File: src/rtl/axis_mesh_link_nch.sv
// Inter-router link stage: NUM_CHANNELS independent AXI-Stream FIFOs with
// per-channel saturating packet/beat/stall counters.
module axis_mesh_link_nch #(
    parameter int NUM_CHANNELS = 2,
    parameter int DATA_WIDTH   = 32,
    parameter int ID_WIDTH     = 4,
    parameter int DEST_WIDTH   = 4,
    parameter int DEPTH        = 4,
    parameter int CNT_WIDTH    = 16
) (
    input  logic                               clk_i,
    input  logic                               rst_i,
    input  logic [NUM_CHANNELS-1:0]            s_tvalid_i,
    output logic [NUM_CHANNELS-1:0]            s_tready_o,
    input  logic [NUM_CHANNELS*DATA_WIDTH-1:0] s_tdata_i,
    input  logic [NUM_CHANNELS-1:0]            s_tlast_i,
    input  logic [NUM_CHANNELS*ID_WIDTH-1:0]   s_tid_i,
    input  logic [NUM_CHANNELS*DEST_WIDTH-1:0] s_tdest_i,
    output logic [NUM_CHANNELS-1:0]            m_tvalid_o,
    input  logic [NUM_CHANNELS-1:0]            m_tready_i,
    output logic [NUM_CHANNELS*DATA_WIDTH-1:0] m_tdata_o,
    output logic [NUM_CHANNELS-1:0]            m_tlast_o,
    output logic [NUM_CHANNELS*ID_WIDTH-1:0]   m_tid_o,
    output logic [NUM_CHANNELS*DEST_WIDTH-1:0] m_tdest_o,
    input  logic                               cnt_clear_i,
    output logic [NUM_CHANNELS*CNT_WIDTH-1:0]  pkt_cnt_o,
    output logic [NUM_CHANNELS*CNT_WIDTH-1:0]  beat_cnt_o,
    output logic [NUM_CHANNELS*CNT_WIDTH-1:0]  stall_cnt_o
);

    localparam int PTR_W = $clog2(DEPTH) + 1;
    localparam int ENT_W = DATA_WIDTH + 1 + ID_WIDTH + DEST_WIDTH;
    localparam logic [PTR_W-1:0]     FULL_OCC = PTR_W'(DEPTH);
    localparam logic [PTR_W-1:0]     LAST_IDX = PTR_W'(DEPTH - 1);
    localparam logic [CNT_WIDTH-1:0] CNT_MAX  = '1;

    for (genvar c = 0; c < NUM_CHANNELS; c++) begin : g_ch
        logic [ENT_W-1:0]     mem [DEPTH];
        logic [PTR_W-1:0]     wr_ptr, rd_ptr, occ;
        logic                 push, pop;
        logic [ENT_W-1:0]     head;
        logic [CNT_WIDTH-1:0] pkt_cnt, beat_cnt, stall_cnt;

        // Ready comes from occupancy only, so a same-cycle pop never frees a full FIFO.
        assign s_tready_o[c] = (occ != FULL_OCC) && !rst_i;
        assign m_tvalid_o[c] = (occ != '0);
        assign push          = s_tvalid_i[c] && s_tready_o[c];
        assign pop           = m_tvalid_o[c] && m_tready_i[c];

        assign head = mem[rd_ptr[PTR_W-2:0]];
        assign {m_tdata_o[c*DATA_WIDTH +: DATA_WIDTH], m_tlast_o[c],
                m_tid_o[c*ID_WIDTH +: ID_WIDTH], m_tdest_o[c*DEST_WIDTH +: DEST_WIDTH]} = head;

        assign pkt_cnt_o[c*CNT_WIDTH +: CNT_WIDTH]   = pkt_cnt;
        assign beat_cnt_o[c*CNT_WIDTH +: CNT_WIDTH]  = beat_cnt;
        assign stall_cnt_o[c*CNT_WIDTH +: CNT_WIDTH] = stall_cnt;

        always_ff @(posedge clk_i) begin
            if (push) begin
                mem[wr_ptr[PTR_W-2:0]] <= {s_tdata_i[c*DATA_WIDTH +: DATA_WIDTH], s_tlast_i[c],
                                           s_tid_i[c*ID_WIDTH +: ID_WIDTH],
                                           s_tdest_i[c*DEST_WIDTH +: DEST_WIDTH]};
            end
        end

        always_ff @(posedge clk_i or posedge rst_i) begin
            if (rst_i) begin
                wr_ptr <= '0;
                rd_ptr <= '0;
                occ    <= '0;
            end else begin
                if (push) wr_ptr <= (wr_ptr == LAST_IDX) ? '0 : wr_ptr + PTR_W'(1);
                if (pop)  rd_ptr <= (rd_ptr == LAST_IDX) ? '0 : rd_ptr + PTR_W'(1);
                if (push && !pop)      occ <= occ + PTR_W'(1);
                else if (!push && pop) occ <= occ - PTR_W'(1);
            end
        end

        always_ff @(posedge clk_i or posedge rst_i) begin
            if (rst_i) begin
                pkt_cnt   <= '0;
                beat_cnt  <= '0;
                stall_cnt <= '0;
            end else if (cnt_clear_i) begin
                pkt_cnt   <= '0;
                beat_cnt  <= '0;
                stall_cnt <= '0;
            end else begin
                if (pop && beat_cnt != CNT_MAX)
                    beat_cnt <= beat_cnt + CNT_WIDTH'(1);
                if (pop && m_tlast_o[c] && pkt_cnt != CNT_MAX)
                    pkt_cnt <= pkt_cnt + CNT_WIDTH'(1);
                if (m_tvalid_o[c] && !m_tready_i[c] && stall_cnt != CNT_MAX)
                    stall_cnt <= stall_cnt + CNT_WIDTH'(1);
            end
        end
    end

endmodule

File: config.mk
export PLATFORM = sky130hd
export DESIGN_NAME = axis_mesh_link_nch
export DESIGN_NICKNAME = d
export VERILOG_FILES = /design/src/rtl/axis_mesh_link_nch.sv
export SDC_FILE = /design/constraint.sdc
export NUM_CORES = 1
export LEC_CHECK = 0
export BUFFER_PORTS_ARGS = -buffer_cell sky130_fd_sc_hd__buf_2
export CAP_MARGIN = 40
export CORE_ASPECT_RATIO = 1.25
export CORE_MARGIN = 10
export CORE_UTILIZATION = 50
export DETAILED_ROUTE_END_ITERATION = 10
export GPL_TIMING_DRIVEN = 0
export HOLD_SLACK_MARGIN = 0.05
export PLACE_DENSITY = 0.7
export SLEW_MARGIN = 20
export SYNTH_ARGS = -nofsm -noshare
export SYNTH_HDL_FRONTEND = slang
export SYNTH_SLANG_ARGS = --single-unit
export TNS_END_PERCENT = 30
File: constraint.sdc
create_clock -name clk_i -period 8.8 [get_ports clk_i]
set_input_delay 0.44 -clock clk_i [delete_from_list [all_inputs] [get_ports clk_i]]
set_output_delay 0.44 -clock clk_i [all_outputs]
set_load 0.05 [all_outputs]
==> impl_metrics.tcl <==
set metrics [dict create \
    run_status "completed" \
    number_of_buffers_and_inverters_on_the_critical_path 3 \
    number_of_cells_on_the_critical_path 4 \
    final_antenna_net_count 0 \
    powerDensity_nw_per_um2 296 \
    top_usage_layer "met2" \
    post_synthesis_cell_type_with_the_largest_combined_area "sky130_fd_sc_hd__edfxtp_1" \
    clk_latency_ns 0.54 \
    fp.dieArea_um2 45000 \
    maxSlewViolCount 0 \
    final_hold_slack_ns 0.111 \
    worst_hold_startpoint "s_tdata_i[37]" \
    hold_violations 0 \
    via_count 11465 \
    yosysTopAreaCellShare 0.534 \
    largest_net_degree_at_the_start_of_global_routing 67 \
    yosys_warnings 0 \
    syn_to_final_growth_pct 19.0 \
    synth.top_cells.by_area "sky130_fd_sc_hd__edfxtp_1, sky130_fd_sc_hd__dfrtp_1, sky130_fd_sc_hd__mux4_2" \
    route.detailed.drc 0 \
    critical_path.cell_chain "buf_2 > buf_1 > mux4_2 > buf_2" \
    hpwlAfterDp_um 29300 \
    groute.usage.overall 0.188 \
    cts_resized 0 \
    peakVddDrop_v 0.000299 \
    grt_pass1_wl_um 67300 \
    final.period_utilization 0.346 \
    cts_post_setup_buffers_inserted 0 \
    starting_density 0.506 \
    rsz0062_at_grt "no" \
    met1_usage 0.233 \
    cp_data_arrival_time_ns 2.61 \
    hold_class "primary input to register" \
    floorplan.core_area_um2 36400 \
    drt-initial-drc-count 709 \
    dp.cells 1900 \
    timing.max_slew.rel_slack 0.477 \
    die_height_um 235 \
    final_layout_size_suffix_gt1_frac 0.323 \
    overflow 0 \
    synth_nets 1254 \
    cellLeakagePower_nw 8.14 \
    critPathCaptureType "primary output" \
    syn_avg_cell_area_um2 16.1 \
    max_freq_ghz 0.328 \
    dpl-instance-area_um2 20600 \
    timing.critical_path.fanout_max 10 \
    finalSetupViolCount 0 \
    worst-slew-pin-transition_ns 0.779 \
    wire_per_inst_um 21.4 \
    critical_path.most_common_cell "sky130_fd_sc_hd__buf_2" \
    hold_path_end "g_ch[1].mem[3][14]" \
    number_of_instances_in_the_synthesized_netlist 1145 \
    numCtsBuffers 43 \
    htree_levels 2 \
    timing.critical_path.from_type "register" \
    synth-async-reset-ratio 0.258 \
    drtPass1Iterations 5 \
    r2r_setup_slack_ns 6.24 \
    timing.reg2reg.worst_path_depth 7 \
    netlist-cell-type-count 53 \
    worst-setup-path-type "register to primary output" \
    area_of_all_placed_cells_without_fillers_um2 21900 \
    synth-seq-cells 442 \
    drt_wl_total_um 42500 \
    postLayoutSetupSlackWorst_ns 5.75 \
    slowest_delay_ns 0.63 \
    final_nets 1578 \
    clock_transition_at_the_registers_of_the_reported_paths_ns 0.06 \
    setup-tns-final_ns 0 \
    finalClockSkew_ns 0.00974 \
    drv.max_cap_violation_count 0 \
    fp-row-count 78 \
    cpLargestDelayFamily "buffers and inverters" \
    die_wd_um 192 \
    drt-vias-per-instance 5.78 \
    post_layout_nonfiller_instances 1984 \
    clock-sinks 442 \
    critical_path.reg2reg.endpoint "g_ch[1].occ[1]" \
    ys_dominant_reg_cell "sky130_fd_sc_hd__edfxtp_1" \
    crit-reg2reg-launch "g_ch[1].occ[0]" \
    synth_edf_count 328 \
    placement_stage_worst_setup_slack_ns 5.79 \
    whs_path_depth 1 \
    timing.final.crit_period_ns 3.05 \
    grt.met2_usage 0.320 \
    synth.cell_area_um2 18400 \
    gp_congestion 0.847 \
    grtUsageMet3 0.0478 \
    critical_path.slowest_cell "sky130_fd_sc_hd__mux4_2" \
    port_buffers 269 \
    antenna_found_initial 7 \
    worst-endpoint-required_ns 8.36 \
    ioPinCount 271 \
    synth.yosys.seq_area_share 0.689 \
    cts_max_path_buffers 3 \
    tritoncts "yes" \
    grt_pass1_vias 11716 \
    cts_root_buffer "sky130_fd_sc_hd__clkbuf_16" \
]
-- logic make-up (layout without fill, tap and decap cells) --
kind of cell | after synthesis | count (layout) | synth area share
AND/OR/NAND/NOR | 313 | 313 | 0.0943
AO/OA/AOI/OAI | 150 | 150 | 0.0529
buffers and inverters | 86 | 441 | 0.0187
other | 0 | 4 | 0
XOR/XNOR | 6 | 6 | 0.00285
flip-flops | 442 | 442 | 0.689
adder cells (fa/ha/maj) | 20 | 20 | 0.0144
multiplexers | 128 | 128 | 0.128
-- synthesized netlist by cell type, types with 4 or more instances --
| cell | count |
|---|---|
| sky130_fd_sc_hd__edfxtp_1 | 328 |
| sky130_fd_sc_hd__nor2_1 | 47 |
| sky130_fd_sc_hd__buf_2 | 12 |
| sky130_fd_sc_hd__inv_1 | 31 |
| sky130_fd_sc_hd__or3_1 | 17 |
| sky130_fd_sc_hd__and4_1 | 9 |
| sky130_fd_sc_hd__mux2_2 | 39 |
| sky130_fd_sc_hd__nand4_1 | 29 |
| sky130_fd_sc_hd__xor2_1 | 4 |
| sky130_fd_sc_hd__nor4_1 | 20 |
| sky130_fd_sc_hd__o21ai_0 | 18 |
| sky130_fd_sc_hd__or4_1 | 28 |
| sky130_fd_sc_hd__nand2_1 | 50 |
| sky130_fd_sc_hd__o31a_1 | 6 |
| sky130_fd_sc_hd__and3_1 | 18 |
| sky130_fd_sc_hd__dfrtp_1 | 114 |
| sky130_fd_sc_hd__ha_1 | 18 |
| sky130_fd_sc_hd__nor2b_1 | 32 |
| sky130_fd_sc_hd__mux2i_1 | 7 |
| sky130_fd_sc_hd__o31ai_1 | 28 |
| sky130_fd_sc_hd__o41ai_1 | 6 |
| sky130_fd_sc_hd__mux4_2 | 82 |
| sky130_fd_sc_hd__a21oi_1 | 52 |
| sky130_fd_sc_hd__nand3_1 | 32 |
| sky130_fd_sc_hd__nor3_1 | 10 |
| sky130_fd_sc_hd__clkbuf_1 | 38 |
| sky130_fd_sc_hd__and2_1 | 7 |
| sky130_fd_sc_hd__a211oi_1 | 21 |
-- stage by stage --
step           utilization  total power, mW
3_5_place_dp         0.565             4.81
3_3_place_gp         0.560             4.77
4_1_cts              0.602             6.60
2_1_floorplan            -             4.24
6_report             0.603             6.50
5_1_grt              0.603             6.80
-- registers in the layout, indices dropped and copies added (netlist names) --
signal          cells
g_ch.stall_cnt     32
g_ch.mem          328
g_ch.occ            6
g_ch.rd_ptr         6
g_ch.pkt_cnt       32
g_ch.wr_ptr         6
g_ch.beat_cnt      32
-- cells in the final DEF, fill, tap and decap left out, drive strengths merged, types with 14 or more instances in the layout --
| cell type | synthesis | layout |
|---|---|---|
| and3 | 18 | 18 |
| buf | 15 | 291 |
| inv | 32 | 32 |
| or3 | 17 | 17 |
| nand2 | 50 | 50 |
| nor2b | 32 | 32 |
| o21ai | 18 | 18 |
| nor4 | 20 | 20 |
| a21oi | 52 | 52 |
| clkinv | 1 | 14 |
| a211oi | 21 | 21 |
| edfxtp | 328 | 328 |
| dfrtp | 114 | 114 |
| o31ai | 28 | 28 |
| nand4 | 29 | 29 |
| ha | 18 | 18 |
| nor2 | 47 | 47 |
| mux4 | 82 | 82 |
| or4 | 29 | 29 |
| mux2 | 39 | 39 |
| clkbuf | 38 | 100 |
| nand3 | 33 | 33 |
-- how the worst max path moves through the flow --
stage	endpoint	start	slack (ns)
floorplan	g_ch[0].beat_cnt[0]	rst_i	5.34
detailed placement	g_ch[1].stall_cnt[13]	cnt_clear_i	5.79
global route	m_tdata_o[56]	g_ch[1].rd_ptr[0]	5.56
finish	m_tdata_o[56]	g_ch[1].rd_ptr[0]	5.75
global placement	g_ch[1].beat_cnt[15]	rst_i	3.63
CTS	m_tdata_o[56]	g_ch[1].rd_ptr[0]	5.64
-- layer usage --
layer  routed length (um)  vias to the layer above
met5                   43                        -
met4                  738                        8
met3                 3180                       59
met2                22000                      342
met1                16500                     5826
li1                     -                     5230
-- report_power, final --
part / total, mW / switching (mW) / internal [mW]
clock network: 1.78 / 0.744 / 1.03
logic: 2.17 / 1.52 / 0.650
registers: 2.56 / 0.0893 / 2.47
total: 6.50 / 2.35 / 4.15
-- worst register-to-register path, stage by stage, from the launching register on --
cell and delay, ns:
sky130_fd_sc_hd__dfrtp_1 0.45, sky130_fd_sc_hd__o31a_1 0.20, sky130_fd_sc_hd__clkbuf_1 0.39, sky130_fd_sc_hd__clkinv_1 0.37, sky130_fd_sc_hd__ha_1 0.31, sky130_fd_sc_hd__inv_1 0.07
sky130_fd_sc_hd__fa_1 0.39, sky130_fd_sc_hd__mux2_2 0.27
-- what timing repair did --
item | in CTS | in global routing
setup endpoints to repair | 0 | 0
endpoints found under the hold margin | 48 | 0
hold buffers | 1 | 0
-- final cells by class --
cell class              count  area, um2
multi-input cells         617       5410
clock buffers              60       1190
repair buffers            279       1520
fillers                  2793      14500
diodes                      4       10.0
clock inverters            16        155
inverters                  33        129
plain buffers              53        221
flip-flops and latches    442      12700
well taps                 480        601
(Power assumes the default switching activity.)
